$ cat src/rtl/imem_loader.sv
// imem_loader: boot-time loader that turns a byte stream (16-bit word count,
// little-endian 32-bit words, optional XOR checksum) into instruction memory
// writes. It holds the core in reset until the image has been fully written.
// Optional feature macro: LOADER_CHECKSUM_EN adds the trailing checksum byte.
//
// Stream handshake: a byte moves on a rising clk edge where in_valid and
// in_ready are both high. in_valid may drop at any time; the partial word
// and byte lane simply hold. in_ready depends only on loader state and never
// drops because of a memory write.
module imem_loader #(
  parameter int ADDR_WIDTH = 10,
  parameter int MAX_WORDS  = 256
) (
  input  logic                  clk,
  input  logic                  rst_n,
  input  logic                  in_valid,
  input  logic [7:0]            in_data,
  output logic                  in_ready,
  output logic                  imem_we,
  output logic [ADDR_WIDTH-1:0] imem_addr,
  output logic [31:0]           imem_wdata,
  output logic                  core_rst_n,
  output logic                  load_done,
  output logic                  load_err,
  output logic [2:0]            dbg_state
);

  localparam int IW = $clog2(MAX_WORDS + 1);

  typedef enum logic [2:0] {
    S_LEN_LO = 3'd0,
    S_LEN_HI = 3'd1,
    S_DATA   = 3'd2,
`ifdef LOADER_CHECKSUM_EN
    S_CHK    = 3'd3,
`endif
    S_DONE   = 3'd4,
    S_ERR    = 3'd5
  } state_t;

  state_t                r_state;
  logic [15:0]           r_count;
  logic [IW-1:0]         r_word_idx;
  logic [1:0]            r_lane;
  logic [23:0]           r_word;
  logic                  r_fin;
  logic                  r_ready;
  logic                  r_we;
  logic [ADDR_WIDTH-1:0] r_addr;
  logic [31:0]           r_wdata;
  logic                  r_core_rst_n;
  logic                  r_done;
  logic                  r_err;
`ifdef LOADER_CHECKSUM_EN
  logic [7:0]            r_chk;
`endif

  logic        w_accept;
  logic [15:0] w_count_full;
  logic [15:0] w_idx_next;
  logic        w_last_word;

  assign w_accept     = in_valid & r_ready;
  assign w_count_full = {in_data, r_count[7:0]};
  assign w_idx_next   = 16'(r_word_idx) + 16'd1;
  assign w_last_word  = (w_idx_next == r_count);

  assign in_ready   = r_ready;
  assign imem_we    = r_we;
  assign imem_addr  = r_addr;
  assign imem_wdata = r_wdata;
  assign core_rst_n = r_core_rst_n;
  assign load_done  = r_done;
  assign load_err   = r_err;
  assign dbg_state  = r_state;

  // Loader FSM: header, word assembly, memory write strobe and status.
  // After the last byte r_fin spends one cycle before DONE so the final
  // write strobe completes before the core is released.
  always_ff @(posedge clk or negedge rst_n) begin
    if (!rst_n) begin
      r_state      <= S_LEN_LO;
      r_count      <= 16'd0;
      r_word_idx   <= '0;
      r_lane       <= 2'd0;
      r_word       <= 24'd0;
      r_fin        <= 1'b0;
      r_ready      <= 1'b0;
      r_we         <= 1'b0;
      r_addr       <= '0;
      r_wdata      <= 32'd0;
      r_core_rst_n <= 1'b0;
      r_done       <= 1'b0;
      r_err        <= 1'b0;
`ifdef LOADER_CHECKSUM_EN
      r_chk        <= 8'd0;
`endif
    end else begin
      r_we <= 1'b0;
      if (r_fin) begin
        r_fin   <= 1'b0;
        r_state <= S_DONE;
      end else begin
        case (r_state)
          S_LEN_LO: begin
            r_ready <= 1'b1;
            if (w_accept) begin
              r_count <= {8'h00, in_data};
              r_state <= S_LEN_HI;
            end
          end
          S_LEN_HI: begin
            if (w_accept) begin
              r_count <= w_count_full;
              if (w_count_full > 16'(MAX_WORDS)) begin
                r_state <= S_ERR;
                r_ready <= 1'b0;
              end else if (w_count_full == 16'd0) begin
`ifdef LOADER_CHECKSUM_EN
                r_state <= S_CHK;
`else
                r_fin   <= 1'b1;
                r_ready <= 1'b0;
`endif
              end else begin
                r_state <= S_DATA;
              end
            end
          end
          S_DATA: begin
            if (w_accept) begin
              r_lane <= r_lane + 2'd1;
`ifdef LOADER_CHECKSUM_EN
              r_chk  <= r_chk ^ in_data;
`endif
              case (r_lane)
                2'd0: r_word[7:0]   <= in_data;
                2'd1: r_word[15:8]  <= in_data;
                2'd2: r_word[23:16] <= in_data;
                default: begin
                  r_wdata    <= {in_data, r_word};
                  r_addr     <= ADDR_WIDTH'({r_word_idx, 2'b00});
                  r_we       <= 1'b1;
                  r_word_idx <= r_word_idx + IW'(1);
                  if (w_last_word) begin
`ifdef LOADER_CHECKSUM_EN
                    r_state <= S_CHK;
`else
                    r_fin   <= 1'b1;
                    r_ready <= 1'b0;
`endif
                  end
                end
              endcase
            end
          end
`ifdef LOADER_CHECKSUM_EN
          S_CHK: begin
            if (w_accept) begin
              r_ready <= 1'b0;
              if (in_data == r_chk) r_fin <= 1'b1;
              else                  r_state <= S_ERR;
            end
          end
`endif
          S_DONE: begin
            r_ready      <= 1'b0;
            r_done       <= 1'b1;
            r_core_rst_n <= 1'b1;
          end
          S_ERR: begin
            r_ready      <= 1'b0;
            r_err        <= 1'b1;
            r_core_rst_n <= 1'b0;
          end
          default: begin
            r_state <= S_ERR;
            r_ready <= 1'b0;
          end
        endcase
      end
    end
  end

endmodule

$ cat config.mk
export PLATFORM = sky130hd
export DESIGN_NAME = imem_loader
export DESIGN_NICKNAME = d
export VERILOG_FILES = /design/src/rtl/imem_loader.sv
export SDC_FILE = /design/constraint.sdc
export NUM_CORES = 1
export LEC_CHECK = 0
export CORE_AREA = 2 2 115 117
export CTS_BUF_LIST = sky130_fd_sc_hd__clkbuf_4 sky130_fd_sc_hd__clkbuf_8
export DETAILED_ROUTE_END_ITERATION = 12
export DIE_AREA = 0 0 117 119
export GPL_TIMING_DRIVEN = 0
export PLACE_DENSITY_LB_ADDON = 0.08
export SYNTH_ARGS = -nofsm -noshare
export SYNTH_HDL_FRONTEND = slang
export SYNTH_SLANG_ARGS = --single-unit
$ cat constraint.sdc
create_clock -name clk -period 4 [get_ports clk]
set_input_delay 0.8 -clock clk [delete_from_list [all_inputs] [get_ports clk]]
set_output_delay 0.8 -clock clk [all_outputs]
set_load 0.02 [all_outputs]
==> metrics.txt, run 1 <==
fin util=42.07%; Post-CTS Hold Buffers=0; clock latency at the later pin of the worst-skew pair=approximately 0.37 ns; TritonRoute pass-1 iters=4; Finished Layout Cells=641; worst-case clock skew=about 0.0058 ns; outcome=completed; number of antenna violations at the first check in global routing=0; sequential fraction of the synthesis area=between 50% and 60%; Vias/cell=between 4 and 5; largest net degree at the start of global routing=roughly 60; Leak=~2.6 nW; Clock transition at path regs=roughly 0.1 ns; antenna viol nets, final=0; io pins=61; Die Width=117 um; combinational power share=about 15%; vias in the first global route=between 2k and 3k; r2r worst-path depth=7; H-Tree Level Count=3; clock power share=between 30% and 40%; CTS sink cnt=100; CP Capture Type=flop; RR Endpoint=in_ready; Hold Fails Final Rpt=0; Yosys cell types=45; RSZ-0062 raised after global routing=no; Pint=1.497 mW; multi-input logic area=around 0.0017 mm^2; Peak VDD IR=0.0002070 V; Yosys warning count=0; DP HPWL=~6600 um; DR DRC count=0; gr ovfl total=0; crit path launch type=input port; Final Critical Period=~2.6 ns; total wire length=9782 um; Worst EP arrival=between 2 and 3 ns; FF-to-FF Start=r_word_idx[0]; first-pass GRT wire length=16010 um; switching share of power=between 20% and 30%; Root Buffer=clkbuf_8; Starting DRT DRC Count=141; Avg WL per Cell=approximately 15 um; Storage cell area=0.002502 mm^2; MaxCap Viol Count=0; Place WS=roughly 1 ns; CTS max path bufs=2; Pwr per Cell Area=386.0 mW/mm^2; endpoints failing setup=0; # fillers=~1.3k; Die ar.=between 0.01 and 0.015 mm^2; Avg Inst Size Synth=~11 um^2; postcts setup bufs=0; synthesized flop and latch total=100; GP Congestion=0.8045; most frequent cells in the layout=103 x nand2_1, 100 x dfrtp_1, 57 x clkdlybuf4s50_1; class of the worst hold path=input port to async pin; Sw Pwr=a little under 0.6 mW; Die Y=approximately 120 um; CTS resizes=0; register share of total power=roughly 53%; share of layout cells above drive strength 1=19.14%; Placed Instances=between 600 and 700; CTS tree=built; CP required=about 4.3 ns; FMAX=approximately 380 MHz; R2R Setup Slk=~1.8 ns; synthesis-to-finish area growth=23.44%; fin crit share=between 60% and 70%; Setup Crit Path Kind=input port to flop; Cell Area, Synth=about 0.0044 mm^2; Final Power=roughly 2.1 mW; Rows=between 40 and 50; fin worst setup slack=approximately 1.4 ns; # port buffers=58; crit-path max FO=7; measured slew at the worst slew-check pin=around 0.55 ns; most common cell after layout, fill and taps aside=nand2_1; Initial Utilization=between 30% and 40%; Antenna Cells=0; GRT Util Overall=15.20%; Core Area=0.01287 mm^2; CTS buffer count=9; Synth Instances=389; Vias=just under 3k; max-slew violations=0; nets@finish=476; relative slew slack=a little over three fifths
[cell usage after synthesis, drive strengths merged]
master	n	area, um^2
a21o	1	7.510
a21oi	6	30.03
a221o	1	10.01
a31oi	2	12.51
and2	2	12.51
and3	1	6.260
and4	1	8.760
buf	15	103.9
clkbuf	2	7.510
conb	1	3.750
dfrtp	100	2502
ha	5	62.56
inv	8	30.03
mux2	49	578.1
nand2	103	386.6
nand2b	3	18.77
nand3	5	30.03
nand3b	1	7.510
nand4	4	25.02
nor2	13	51.30
nor2b	2	12.51
nor3	7	56.31
nor3b	2	15.01
nor4	6	43.79
nor4b	1	8.760
o2111ai	1	8.760
o211ai	1	7.510
o21a	1	7.510
o21ai	16	80.08
o21bai	3	22.52
o22a	1	8.760
o311a	1	10.01
o31ai	1	7.510
or3	2	12.51
xnor2	14	122.6
xor2	7	68.82
[sequential cells by signal, indices dropped and copies added (netlist names)]
name,count
load_err,1
imem_we,1
r_word_idx,9
imem_wdata,32
in_ready,1
core_rst_n,1
imem_addr,8
r_lane,2
r_count,16
r_word,24
r_fin,1
dbg_state,3
load_done,1
[routing by layer]
| metal | track usage [%] | vias to the layer above | part of all wire [%] |
|---|---|---|---|
| li1 | - | 1442 | - |
| met1 | 22.17 | 1445 | 51 |
| met2 | 22.07 | 57 | 44 |
| met3 | 3.003 | 13 | 3.2 |
| met4 | 6.176 | 0 | 1.8 |
| met5 | 0 | - | 0 |
[worst max-delay path, stage by stage]
cell and delay, ns:
clkdlybuf4s50_1 0.66, nor4_1 0.46, nand4_1 0.21, o31ai_1 0.39
nor4_1 0.08, a221o_1 0.26
[area by class of cell]
type,instances,share of cell area [%]
Tap cell,176,4.066
Multi-Input combinational cell,265,32.27
Sequential cell,100,46.20
Clock buffer,9,2.287
Timing Repair Buffer,59,11.18
Buffer,17,2.056
Inverter,8,0.5544
Clock inverter,7,1.386
[cell families (layout without fill, tap and decap cells)]
kind of cell	Yosys count	after routing	synth area share [%]
muxes	49	49	13.17
AOI/OAI and AO/OA	35	35	4.848
xor gates and xnor gates	21	21	4.363
buffers and inverters	25	100	3.222
other	1	2	0.08546
adders and majority gates	5	5	1.426
DFF	100	100	57.03
and+or+nand+nor	153	153	15.85
[stage by stage]
step	hold WS, ns	cell area [um^2]	TNS, ns
2_1_floorplan	0.4331	4392	0
3_3_place_gp	0.4450	5192	-180.14
3_5_place_dp	0.4531	5218	0
4_1_cts	0.4053	5416	0
5_1_grt	0.4217	5416	0
6_report	0.4015	5416	0
[how the worst max path moves through the flow]
stage               start           end  slack (ns)  cells past startpoint
4_1_cts        in_data[1]      in_ready        1.42                      6
5_1_grt        in_data[1]    core_rst_n        1.25                      7
6_report       in_data[1]      in_ready        1.39                      6
3_5_place_dp   in_data[1]      in_ready        0.99                      6
3_3_place_gp        rst_n  dbg_state[0]       -1.81                      1
2_1_floorplan  in_data[3]      in_ready        1.96                      5
[power groups by stage]
stage                     Sequential (mW)  Combinational, mW  Clock, mW
after floorplan                      1.15              0.170          0
after global placement               1.13              0.314          0
after detailed placement             1.13              0.320          0
after CTS                            1.11              0.322      0.695
after global routing                 1.12              0.353      0.732
final                                1.11              0.314      0.662
No activity file was read; power rests on OpenSTA's default activity.
==> run 2, diff against run 1 <==
clock period = 2.2 ns   (was 4 ns; I/O delays follow)
==> run 2 against run 1 <==
Setup slack worse by 1.3 ns. Sequential cell count unchanged. Final cell count up 0.78%. Cell area up 1.3%. Critical path type unchanged. Clock skew about the same. Core utilization up 0.56 points. Register-to-register slack worse by 1.6 ns. Largest cell class unchanged. Highest routed layer unchanged. Clock power up 83%. Hold slack worse by 0.36 ns. Critical endpoint unchanged.
==> metrics.txt, run 2 (synthesis results as in run 1) <==
FMAX=just under 500 MHz; Antenna Cells=0 (unchanged); GP Congestion=0.8045 (unchanged); clock power share=31.6% (about the same); gr ovfl total=0 (unchanged); share of layout cells above drive strength 1=20.85% (+1.7 points); Starting DRT DRC Count=122 (-13%); vias in the first global route=2949 (+0.31%); relative slew slack=63.15% (-0.13 points); Core Area=0.01287 mm^2 (unchanged); antenna viol nets, final=0 (unchanged); Placed Instances=625 (unchanged); largest net degree at the start of global routing=61 (unchanged); CTS tree=built; max-slew violations=0 (unchanged); clock latency at the later pin of the worst-skew pair=0.37 ns (about the same); most frequent cells in the layout=103 x nand2_1, 98 x dfrtp_1, 55 x clkdlybuf4s50_1; measured slew at the worst slew-check pin=0.5527 ns (+0.001993 ns); FF-to-FF Start=r_word_idx[1]; Sw Pwr=1.085 mW (+83%); # fillers=1291 (+0.16%); number of antenna violations at the first check in global routing=0 (unchanged); Leak=2.640 nW (+1.5%); CP required=2.47 ns (-1.80 ns); Peak VDD IR=0.0003768 V (+82%); RSZ-0062 raised after global routing=no; DP HPWL=6605 um (unchanged); Pint=2.726 mW (+82%); slowest cell on the critical path=clkdlybuf4s50_1; fin crit share=a little over nine tenths; r2r worst-path depth=7 (unchanged); outcome=completed; max reg flops=32 (unchanged); crit-path max FO=7 (unchanged); Root Buffer=clkbuf_8; Pwr per Cell Area=694.3 mW/mm^2 (+80%); crit-path cells=clkdlybuf4s50_1 -> nor4_4 -> nand4_1 -> o31ai_1 -> nor4_1 -> a221o_1; R2R Setup Slk=0.19 ns (-1.58 ns); CTS sink cnt=100 (unchanged); nets@finish=481 (+1.1%); Setup Crit Path Kind=input port to flop; CTS buffer count=9 (unchanged); Final Critical Period=2.069 ns; CTS max path bufs=2 (unchanged); MaxCap Viol Count=0 (unchanged); Hold Fails Final Rpt=0 (unchanged); Post-CTS Hold Buffers=0 (unchanged); post-route cell area=0.005489 mm^2 (+1.3%); TritonRoute pass-1 iters=4 (unchanged); # port buffers=58 (unchanged); Place WS=-0.4459 ns (-1.440 ns); most common cell after layout, fill and taps aside=nand2_1; Die Y=119 um (unchanged); Finished Layout Cells=646 (+0.78%); GRT Util Overall=15.22% (+0.021 points); Clock transition at path regs=0.10 ns (about the same); class of the worst hold path=input port to async pin; Rows=42 (unchanged); Worst path max stage delay=0.63 ns (-0.03 ns); Die Width=117 um (unchanged); io pins=61 (unchanged); total wire length=9809 um (+0.28%); Avg WL per Cell=15.18 um (-0.50%); DR DRC count=0 (unchanged); Vias=2978 (+0.71%); crit path launch type=input port; Die ar.=0.01392 mm^2 (unchanged); combinational power share=15.3% (+0.3 points); met2 wire length=4300 um (+0.61%); endpoints failing setup=0 (unchanged); met1 WL=4979 um (-0.78%); Initial Utilization=34.08% (unchanged); first-pass GRT wire length=16040 um (+0.21%); Final Power=3.811 mW (+82%); worst-case clock skew=0.006215 ns (+0.0004313 ns); WL met3=354 um (+13%); synthesis-to-finish area growth=25.09%; RR Endpoint=in_ready; Worst EP arrival=2.34 ns (-0.54 ns); H-Tree Level Count=3 (unchanged); top sig layer=met4; CP Capture Type=flop; fin worst setup slack=0.1306 ns (-1.263 ns); switching share of power=28.47% (+0.074 points); DP Area=0.005218 mm^2 (unchanged); register share of total power=53.1% (-0.2 points); Vias/cell=4.610 (about the same)
run 2: cell types whose count changed in the layout (fill, tap and decap cells not counted):
cell | previous run | this run
dfrtp_1 | 100 | 98
dlymetal6s2s_1 | 0 | 2
dfrtp_2 | 0 | 2
buf_4 | 5 | 10
nor4_1 | 5 | 4
nor4_4 | 0 | 1
clkdlybuf4s50_1 | 57 | 55
ha_4 | 0 | 1
ha_1 | 5 | 4
run 2: layout make-up:
class | count | area [um^2] | area share, %
timing repair buffer | 64 | 648.1 | 11.81
sequential | 100 | 2505 | 45.63
clock buffer | 9 | 123.9 | 2.257
multi-input combinational | 265 | 1775 | 32.35
buffer | 17 | 111.4 | 2.029
tap | 176 | 220.2 | 4.012
inverter | 8 | 30.03 | 0.5471
clock inverter | 7 | 75.07 | 1.368
run 2: worst max-delay path by stage:
stage | start | end | slack, ns | cells after the start
floorplan | r_word_idx[0] | in_ready | 0.27 | 7
global placement | rst_n | dbg_state[0] | -3.25 | 1
detailed placement | in_data[1] | in_ready | -0.45 | 6
CTS | dbg_state[0] | imem_wdata[10] | 0.03 | 10
global route | r_word_idx[1] | in_ready | 0.006 | 7
finish | in_data[2] | in_ready | 0.13 | 6
run 2: layer usage:
layer  vias to the layer above  global-route usage, %
met5                         -                      0
met4                         0                  6.176
met3                        13                  3.003
met2                        59                  22.11
met1                      1457                  22.21
li1                       1449                      -
run 2: timing repair:
item,in CTS,in global routing
endpoints found under the setup margin,1,33
gates resized for setup,2,6
buffers inserted,0,5
pin swaps,0,3
run 2: metrics by stage:
stage,setup TNS [ns],util [%],hold slack (ns)
2_1_floorplan,0,-,0.1444
3_3_place_gp,-335.21,40.33,0.4450
3_5_place_dp,-12.72,40.52,0.4531
4_1_cts,0,42.14,0.04535
5_1_grt,0,42.63,0.06168
6_report,0,42.63,0.04185
run 2: power groups by stage:
stage / sequential (mW) / clock [mW] / combinational [mW]
after detailed placement: 2.06 / 0 / 0.582
after floorplan: 2.08 / 0 / 0.309
final: 2.02 / 1.21 / 0.582
after global routing: 2.04 / 1.33 / 0.653
after CTS: 2.03 / 1.26 / 0.586
after global placement: 2.06 / 0 / 0.570
run 2: worst max-delay path: cells and delay by family:
family | cells | cell delay (ns)
buffers and inverters | 1 | 0.63
AOI/OAI and AO/OA | 2 | 0.65
and+or+nand+nor | 3 | 0.62
